<file path="src/rtl/seg7_capture.sv">
`default_nettype none
// ============================================================================
// Module      : seg7_capture
// Description : Observes a time-multiplexed, active-low 7-segment display bus
//               and recovers the hex nibble, decimal point and validity of
//               each digit position. A per-select stability filter keeps
//               digit-switching ghosts from being captured.
// Revision    : 1.0 - initial release
// ============================================================================
module seg7_capture #(
  parameter  int NDIG   = 4,
  parameter  int STABLE = 3,
  localparam int IW     = (NDIG > 1) ? $clog2(NDIG) : 1,
  localparam int CW     = $clog2(STABLE + 1)
) (
  input  logic              clk,
  input  logic              reset,
  input  logic [NDIG-1:0]   sel_n,
  input  logic [7:0]        seg,
  output logic [4*NDIG-1:0] digits,
  output logic [NDIG-1:0]   valid,
  output logic [NDIG-1:0]   err,
  output logic [NDIG-1:0]   dp,
  output logic              upd,
  output logic [IW-1:0]     upd_idx
);

  // Active-low segment pattern (g..a) to {match, nibble}
  function automatic logic [4:0] decode(input logic [6:0] p);
    logic [4:0] r;
    case (p)
      7'b1000000: r = 5'h10;
      7'b1111001: r = 5'h11;
      7'b0100100: r = 5'h12;
      7'b0110000: r = 5'h13;
      7'b0011001: r = 5'h14;
      7'b0010010: r = 5'h15;
      7'b0000010: r = 5'h16;
      7'b1111000: r = 5'h17;
      7'b0000000: r = 5'h18;
      7'b0010000: r = 5'h19;
      7'b0001000: r = 5'h1A;
      7'b0000011: r = 5'h1B;
      7'b1000110: r = 5'h1C;
      7'b0100001: r = 5'h1D;
      7'b0000110: r = 5'h1E;
      7'b0001110: r = 5'h1F;
      default:    r = 5'h00;
    endcase
    return r;
  endfunction

  logic [NDIG-1:0] samp_sel;
  logic [7:0]      samp_seg;
  logic [CW-1:0]   cnt;
  logic            hit;

  logic [NDIG-1:0] sel_low;
  logic            legal;
  logic            same;
  logic [CW-1:0]   cnt_nxt;
  logic            hit_nxt;
  logic [IW-1:0]   cap_idx;
  logic [4:0]      dec;
  logic            blank;

  // Legality of the live sample, comparison with the previous sample, and
  // the next counter value. A capture is armed only on the transition into
  // saturation so a held pattern is captured exactly once.
  always_comb begin
    sel_low = ~sel_n;
    legal   = (sel_low != '0) && ((sel_low & (sel_low - 1'b1)) == '0);
    same    = (sel_n == samp_sel) && (seg == samp_seg);
    cnt_nxt = '0;
    hit_nxt = 1'b0;
    if (legal) begin
      if (same) begin
        cnt_nxt = (cnt == CW'(STABLE)) ? cnt : cnt + CW'(1);
        hit_nxt = (cnt == CW'(STABLE - 1));
      end else begin
        cnt_nxt = CW'(1);
        hit_nxt = (STABLE == 1);
      end
    end
  end

  // Digit index and decode of the held sample being captured
  always_comb begin
    cap_idx = '0;
    for (int i = 0; i < NDIG; i++) begin
      if (!samp_sel[i]) cap_idx = IW'(i);
    end
    dec   = decode(samp_seg[6:0]);
    blank = (samp_seg[6:0] == 7'b1111111);
  end

  // Input sample register, stability counter and capture strobe
  always_ff @(posedge clk or posedge reset) begin
    if (reset) begin
      samp_sel <= '1;
      samp_seg <= '1;
      cnt      <= '0;
      hit      <= 1'b0;
    end else begin
      samp_sel <= sel_n;
      samp_seg <= seg;
      cnt      <= cnt_nxt;
      hit      <= hit_nxt;
    end
  end

  // Per-digit result registers and update pulse
  always_ff @(posedge clk or posedge reset) begin
    if (reset) begin
      digits  <= '0;
      valid   <= '0;
      err     <= '0;
      dp      <= '0;
      upd     <= 1'b0;
      upd_idx <= '0;
    end else begin
      upd <= hit;
      if (hit) begin
        upd_idx <= cap_idx;
        for (int i = 0; i < NDIG; i++) begin
          if (cap_idx == IW'(i)) begin
            dp[i] <= ~samp_seg[7];
            if (dec[4]) begin
              digits[4*i +: 4] <= dec[3:0];
              valid[i]         <= 1'b1;
              err[i]           <= 1'b0;
            end else begin
              valid[i] <= 1'b0;
              err[i]   <= ~blank;
            end
          end
        end
      end
    end
  end

endmodule
`default_nettype wire
</file>
<file path="config.mk">
export PLATFORM = sky130hd
export DESIGN_NAME = seg7_capture
export DESIGN_NICKNAME = d
export VERILOG_FILES = /design/src/rtl/seg7_capture.sv
export SDC_FILE = /design/constraint.sdc
export NUM_CORES = 1
export LEC_CHECK = 0
export ABC_CLOCK_PERIOD_IN_PS = 2400
export BUFFER_PORTS_ARGS = -buffer_cell sky130_fd_sc_hd__buf_4
export CORE_MARGIN = 8
export CORE_UTILIZATION = 35
export DETAILED_ROUTE_END_ITERATION = 7
export PLACE_DENSITY = 0.64
export SYNTH_ARGS = -nofsm -noshare
export SYNTH_HDL_FRONTEND = slang
export SYNTH_SLANG_ARGS = --single-unit
</file>
<file path="constraint.sdc">
create_clock -name clk -period 2.4 [get_ports clk]
set_input_delay 0.12 -clock clk [delete_from_list [all_inputs] [get_ports clk]]
set_output_delay 0.12 -clock clk [all_outputs]
set_load 0.005 [all_outputs]
</file>
After elaboration in Yosys (flattened, before gate mapping):

Index checks and enable logic that the tools add are counted.

* register bits after elaboration: 46
* output and inout bits: 31
* word-level logic and storage cells: 77

* $add $sub $neg: 2
* equality and inequality tests: 24
* multiplexer cells: 11
* bitwise gates (word level): 4
* reductions and logical operators: 14

Operator list (count)
* $pmux 5 s16: 1
* $eq 7x7->1 const B: 5
* $eq 7x5->1 const B: 3
* $eq 7x6->1 const B: 3
* $eq 7x2->1 const B: 2
* $eq 7x4->1 const B: 2
* $reduce_and 3->1: 4
* $mux 2: 5
* $eq 2x2->1 const B: 4
* $eq 8x8->1: 1
* $reduce_and 2->1: 4
* $eq 7x3->1 const B: 1
* $logic_not 7->1: 1
* $mux 1: 5
* $and 4x4->4: 1
* $eq 4x4->1: 1
* $logic_not 4->1: 1
* $not 4->4: 1
* $reduce_bool 4->1: 1
* $sub 4x1->4 const B: 1
* $ne 3x3->1 const B: 1
* $add 2x1->2 const B: 1
* $eq 2x1->1 const B: 1
* $logic_and 1x1->1: 2
* 2 further kinds: 3

Longest topological paths before layout:

Gate-level depths: netlist of the first run.

* depth in word-level cells: 6
* mapped depth: 7

Least setup slack after synthesis of the first run:

OpenSTA, ideal clock, no wires.

* path kind: reg2reg
* start: reg samp_seg[6]
* end: reg digits[13]
* library setup time: 0.126 ns
* arrival: 1.836 ns
* data required time: 2.274 ns
* slack: 0.438 ns
* cell stages (with the launch flop): 7
* buffers on the path: 1
* clock period less this slack: 1.962 ns
* cells stage by stage: dfstp_2 > clkbuf_1 > nand2b_1 > or3_1 > and4_4 > and2_4 > o32a_1

* longest elaborated chain between the ends: 3
* elaborated cells between the ends (all ways): 18
* those cells by class: 15 x eq/ne; 1 x mux; 2 x reduce/logical

RTL lines
* start, declared: RTL line 54 `logic [7:0] samp_seg;`
* start signal, assigned: RTL line 106 `samp_seg <= seg;`
* $eq 7x4->1 (tied with other cells): RTL line 31 `case (p)`
* $pmux 5 s16 (*): RTL line 31
* $reduce_and 3->1 (no source line)
* end signal, assigned by index: RTL line 129 `digits[4*i +: 4] <= dec[3:0];`
* end, declared: RTL line 20 `output logic [4*NDIG-1:0] digits,`

Every way passes the cells marked *; elsewhere a longest branch is shown, timed or not.
A chain may end at the register's enable or synchronous reset.

Worst setup path after layout of the first run:

* start: reg samp_seg[3]
* end: reg digits[13]

The elaborated chain is that of the path after synthesis.

==> results of run 1 <==
==> final timing paths <==
| kind | start | end | slack [ns] | cells after the start |
|---|---|---|---|---|
| min in group asynchronous | reset | valid[2] | 0.52 | 4 |
| worst max-delay path | samp_seg[3] | digits[13] | 0.24 | 5 |
| worst min-delay path | seg[4] | samp_seg[4] | 0.49 | 2 |
| max in group asynchronous | reset | samp_seg[1] | 1.50 | 4 |
| worst max register to register | samp_seg[3] | digits[13] | 0.24 | 5 |
| worst min register to register | valid[3] | valid[3] | 0.49 | 1 |
==> power groups by stage <==
stage / sequential [W] / clock [W] / combinational (W)
floorplan: 0.000819 / 0 / 0.0000952
global placement: 0.000837 / 0 / 0.000117
detailed placement: 0.000838 / 0 / 0.000119
CTS: 0.000823 / 0.000493 / 0.000136
global route: 0.000828 / 0.000530 / 0.000148
finish: 0.000824 / 0.000479 / 0.000134
==> cells in the mapped netlist, drive strengths merged, types with 3 or more instances <==
master,n,share of area [%]
nor3,4,0.89
a2bb2oi,4,2.7
dfrtp,34,38
a31oi,6,5.0
nor2,4,0.66
nand2b,3,0.83
xor2,3,1.2
xnor2,12,4.6
a21o,4,1.3
o21ai,21,4.6
nand3,4,0.89
inv,11,1.8
dfstp,12,14
o32a,4,1.8
clkbuf,4,0.66
nand4,6,1.7
nand2,14,2.3
nor3b,4,1.3
o22ai,5,1.4
a21oi,5,1.3
buf,8,2.4
==> state kept, by name (all words and copies together) (netlist names) <==
register  count
valid         4
samp_sel      4
cnt           2
upd           1
digits       16
dp            4
samp_seg      8
err           4
upd_idx       2
hit           1
==> routing by layer <==
metal  part of all wire, %  vias to the layer above
li1                      -                      832
met1                    47                      778
met2                    44                       43
met3                   8.0                        5
met4                  0.80                        0
met5                     0                        -
==> cells by family (layout without fill, tap and decap cells) <==
family	after synthesis	after routing
and+or+nand+nor	58	58
AOI/OAI and AO/OA	56	56
DFF	46	46
buffers and inverters	23	80
xor gates and xnor gates	15	15
adders and majority gates	2	2
==> metrics by stage <==
step	util (%)	power, W	area [um2]
3_3_place_gp	42.0	0.000954	2650
6_report	45.5	0.00144	2870
5_1_grt	45.5	0.00151	2870
3_5_place_dp	42.0	0.000957	2650
2_1_floorplan	-	0.000914	2260
4_1_cts	45.5	0.00145	2870
==> timing repair <==
| item | in CTS | in global routing |
|---|---|---|
| gates resized for setup | 0 | 0 |
| hold buffers | 13 | 0 |
| endpoints found under the hold margin | 46 | 0 |
==> area by class of cell <==
| type | count | area, um2 | share of cell area (%) |
|---|---|---|---|
| flip-flops and latches | 46 | 1170 | 40.6 |
| multi-input cells | 131 | 985 | 34.3 |
| repair buffers | 61 | 490 | 17.1 |
| well taps | 77 | 96.3 | 3.36 |
| clock buffers | 5 | 68.8 | 2.40 |
| inverters | 11 | 41.3 | 1.44 |
| clock inverters | 3 | 23.8 | 0.828 |
==> worst register-to-register path: cells and delay by family (launching register included) <==
kind / cells / cell delay [ns]
and+or+nand+nor: 3 / 1.01
AOI/OAI and AO/OA: 2 / 0.62
DFF: 1 / 0.44
==> flow_summary.yaml, run 1 <==
clock_network:
  cts_setup_buffers: 0
  htreeDepth: 2
  clk_latency_ns: 0.30
  cts_sinks: 46
  cts_tree: "yes"
  clk_pin_slew_worst_paths_ns: 0.09
  cts.path.max_buffers: 2
  root_buffer: "clkbuf_8"
  cts_buffers: 5
synthesis:
  synth_cells: 200
  synth_edf_count: 0
  synth_compound_area_share_pct: 21.3
  ys_seq_area_share_pct: 51.6
  synth-main-ff-cell: "dfrtp_1"
  synth.avg_cell_area_um2: 11.3
  ys.warnings.count: 0
  synthArstFlopShare_pct: 100
  synth_cell_type_count: 49
  synth-simple-area-share_pct: 15.4
  synth.area.mux_share_pct: 0
  synth_top_family_by_area: "compound AO/OA/AOI/OAI gates"
  ys_ff_latch: 46
  synth_fa_ha_area_share_pct: 1.11
  synth_xor_area_share_pct: 5.81
  netlist_area_mm2: 0.00226
  syn_nets: 216
timing:
  max_slew_margin_pct: 55.9
  final-setup-viol-count: 0
  period_needed_ns: 2.16
  fin_ws_ns: 0.240
  fmax_ghz: 0.463
  drv_slew: 0
  whs_ns: 0.485
  final.setup_skew_ns: 0.0109
  fin_crit_sh_pct: 90.0
  tightestPinTransition_ns: 0.661
  finalSetupTns_ns: 0
  rsz0062_at_grt: "no"
  hold_viol_final: 0
power_and_ir_drop:
  internal_power_w: 0.00107
  p_sw_share_pct: 25.4
  power-per-cell-area_mw_per_mm2: 500
  combPwrFrac_pct: 9.3
  p_leak_nw: 1.30
  power_frac_clock_pct: 33.3
  pwr-share-seq_pct: 57.4
  max-vdd-ir-drop_mv: 0.333
  power_switching_w: 0.000365
worst_setup_path:
  slowest_stage: "or4_4"
  path_max_fanout: 13
  path_buf_inv: 0
  cpPeakStageDelay_ns: 0.55
  endpoint_kind: "flop"
  cp_data_arrival_time_ns: 2.35
  required_ns: 2.59
  path_class: "flop to flop"
  cp_top_family: "simple AND/OR/NAND/NOR gates"
  critPathLaunchType: "flop"
  worstPathCellList: "or4_4, a211o_1, and4_4, and2_4, o32a_1"
floorplan:
  die_y_um: 96.4
  fp.coreArea_mm2: 0.00631
  num_io_pins: 45
  die_area_mm2: 0.00929
  chipWidth_um: 96.4
  initial_core_util_pct: 35.8
  rows: 29
place:
  dp_slack_ns: 0.235
  gp_congestion: 0.849
  place_hpwl_um: 3630
  portBuffers: 44
  dp.cells: 313
layout:
  fill_cells: 620
  final_cell_mix: "buf_4 (48), dfrtp_1 (34), nand2_1 (14)"
  n_antenna_cell: 0
  mostFrequentLayoutCell: "buf_4"
  drive_gt1_share_pct: 32.7
  fin_nets: 272
  post_layout_nonfiller_instances: 334
  area_delta_synth_final_pct: 27.0
global_route:
  globalRoute.busiestLayer: "met2"
  gr-usage-all-layers_pct: 11.3
  grt_pass1_vias: 1684
  grt_max_degree: 47
  grt_pass1_wl_um: 8300
  grt_use_met2_pct: 17.5
  grt_remaining_overflow: 0
  grtUsageMet1_pct: 14.9
  met3_usage_pct: 3.79
  grt_antenna_before_repair: 0
routing:
  drt_iter0_drc: 75
  drc_errors: 0
  routedWlPerCell_um: 14.7
  vias_per_cell: 4.96
  ant_nets: 0
  dr.pass1.iters: 4
  vias: 1658
  drt_wl_total_um: 4900
min_path:
  hold_class: "primary input to flop"
run_status:
  status: "complete, no violations"
run:
  maxCapViolations: 0
No activity file was read; power rests on OpenSTA's default activity.
==> run 2, diff against run 1 <==
--- a/config.mk
+++ b/config.mk
@@ -7,10 +7,11 @@
 export LEC_CHECK = 0
 export ABC_CLOCK_PERIOD_IN_PS = 2400
 export BUFFER_PORTS_ARGS = -buffer_cell sky130_fd_sc_hd__buf_4
-export CORE_MARGIN = 8
+export CORE_MARGIN = 4
 export CORE_UTILIZATION = 35
 export DETAILED_ROUTE_END_ITERATION = 7
 export PLACE_DENSITY = 0.64
+export SETUP_SLACK_MARGIN = 0.5
 export SYNTH_ARGS = -nofsm -noshare
 export SYNTH_HDL_FRONTEND = slang
 export SYNTH_SLANG_ARGS = --single-unit
==> run 2 against run 1 <==
Die area shrank 16%. Clock skew shrank 0.0031 ns. Combinational power grew 34%. Clock power grew 0.8%. Sequential cell count is the same.
==> flow_summary.yaml, run 2 (synthesis results as in run 1) <==
run_status:
  status: "complete, no violations"
layout:
  fin_nets: 296
  fill_cells: 590
  drive_gt1_share_pct: 40.9
  largest-register: "digits"
  seq_area_mm2: 0.00117
  mostFrequentLayoutCell: "buf_4"
  area_delta_synth_final_pct: 38.7
  post_layout_nonfiller_instances: 358
  multi_input_area_mm2: 0.00103
  n_antenna_cell: 0
  final_cell_mix: "buf_4 (66), dfrtp_1 (34), nand2_1 (14)"
  largest_reg_flops: 16
  top_regs: "digits (16), samp_seg (8)"
routing:
  drt_iter0_drc: 45
  routedWlPerCell_um: 14.1
  drc_errors: 0
  dr.pass1.iters: 4
  vias: 1775
  vias_per_cell: 4.96
  drt_wl_total_um: 5040
  ant_nets: 0
floorplan:
  fp.coreArea_mm2: 0.00631
  die_area_mm2: 0.00781
  rows: 29
  die_y_um: 88.4
  initial_core_util_pct: 35.8
  chipWidth_um: 88.4
  num_io_pins: 45
clock_network:
  cts_buffers: 5
  htreeDepth: 2
  cts_tree: "yes"
  cts.path.max_buffers: 2
  clk_pin_slew_worst_paths_ns: 0.09
  cts_sinks: 46
  root_buffer: "clkbuf_8"
  clk_latency_ns: 0.30
timing:
  fin_ws_ns: 0.381
  max_slew_margin_pct: 62.2
  rsz0062_at_grt: "yes"
  finalSetupTns_ns: 0
  tightestPinTransition_ns: 0.567
  final-setup-viol-count: 0
  fin_crit_sh_pct: 84.1
  fmax_ghz: 0.495
  final.setup_skew_ns: 0.00787
  period_needed_ns: 2.02
  hold_viol_final: 0
  drv_slew: 0
worst_setup_path:
  path_max_fanout: 4
  r2r_end: "digits[10]"
  endpoint_kind: "flop"
  rr_startpoint: "samp_seg[5]"
  required_ns: 2.58
  path_class: "flop to flop"
  r2r_slack_ns: 0.38
  cp_data_arrival_time_ns: 2.20
  ff2ff_path_depth: 6
  critPathLaunchType: "flop"
min_path:
  min_from: "seg[2]"
  hold_class: "primary input to flop"
  min_to: "samp_seg[2]"
  whs_path_depth: 2
power_and_ir_drop:
  max-vdd-ir-drop_mv: 0.248
  power_w: 0.00148
  p_leak_nw: 1.44
  power-per-cell-area_mw_per_mm2: 472
global_route:
  grt_max_degree: 47
  grt_pass1_wl_um: 8250
  gr-usage-all-layers_pct: 13.3
  grt_antenna_before_repair: 0
  grt_remaining_overflow: 0
  grt_pass1_vias: 1687
place:
  place_hpwl_um: 3410
  portBuffers: 44
  gp_congestion: 0.778
  dp.cells: 313
  dp_slack_ns: 0.251
run:
  maxCapViolations: 0
[run 2: metrics by stage]
stage          hold WS (ns)  cell area (um2)  utilization [%]
2_1_floorplan         0.124             2260                -
3_5_place_dp          0.246             2650             42.0
5_1_grt               0.478             3140             49.7
3_3_place_gp          0.245             2650             42.0
4_1_cts               0.472             3020             47.8
6_report              0.476             3140             49.7
[run 2: how the worst max path moves through the flow]
stage	startpoint	endpoint	slack (ns)	depth (start not counted)
global placement	samp_seg[3]	digits[13]	0.28	5
detailed placement	samp_seg[3]	digits[13]	0.25	5
global route	samp_seg[5]	digits[9]	0.33	6
finish	samp_seg[5]	digits[10]	0.38	6
floorplan	samp_seg[3]	digits[13]	0.47	5
CTS	samp_seg[5]	digits[13]	0.37	5
[run 2: final cells by class]
type                       count  area share [%]
clock inverter                 3           0.758
multi-input combinational    131            32.7
timing repair buffer          85            22.7
clock buffer                   5            2.19
tap                           77            3.07
inverter                      11            1.32
sequential                    46            37.2
[run 2: worst max-delay path, stage by stage, from the launching register on]
cell and delay [ns]:
dfstp_2 0.39, or4_4 0.53, a211o_1 0.28, and4_4 0.20
buf_12 0.13, a31oi_4 0.25, o22ai_2 0.11
[run 2: power breakdown]
| part | internal [W] | switching [W] |
|---|---|---|
| combinational | 0.0000957 | 0.0000846 |
| sequential | 0.000795 | 0.0000210 |
| clock | 0.000208 | 0.000275 |
| total | 0.00110 | 0.000380 |
[run 2: per-layer routing]
layer	vias up	global-route usage [%]	wire, um
li1	882	-	-
met1	840	18.8	2350
met2	46	20.4	2340
met3	7	3.45	304
met4	0	3.30	52
met5	-	0	0
[run 2: what timing repair did]
item                                    CTS  global route
endpoints found under the setup margin   24            24
setup buffers                            15             9
gates cloned                              0             0
gates resized for setup                   2             9
hold buffers                             13             0
endpoints found under the hold margin    46             0
pin swaps                                19            10
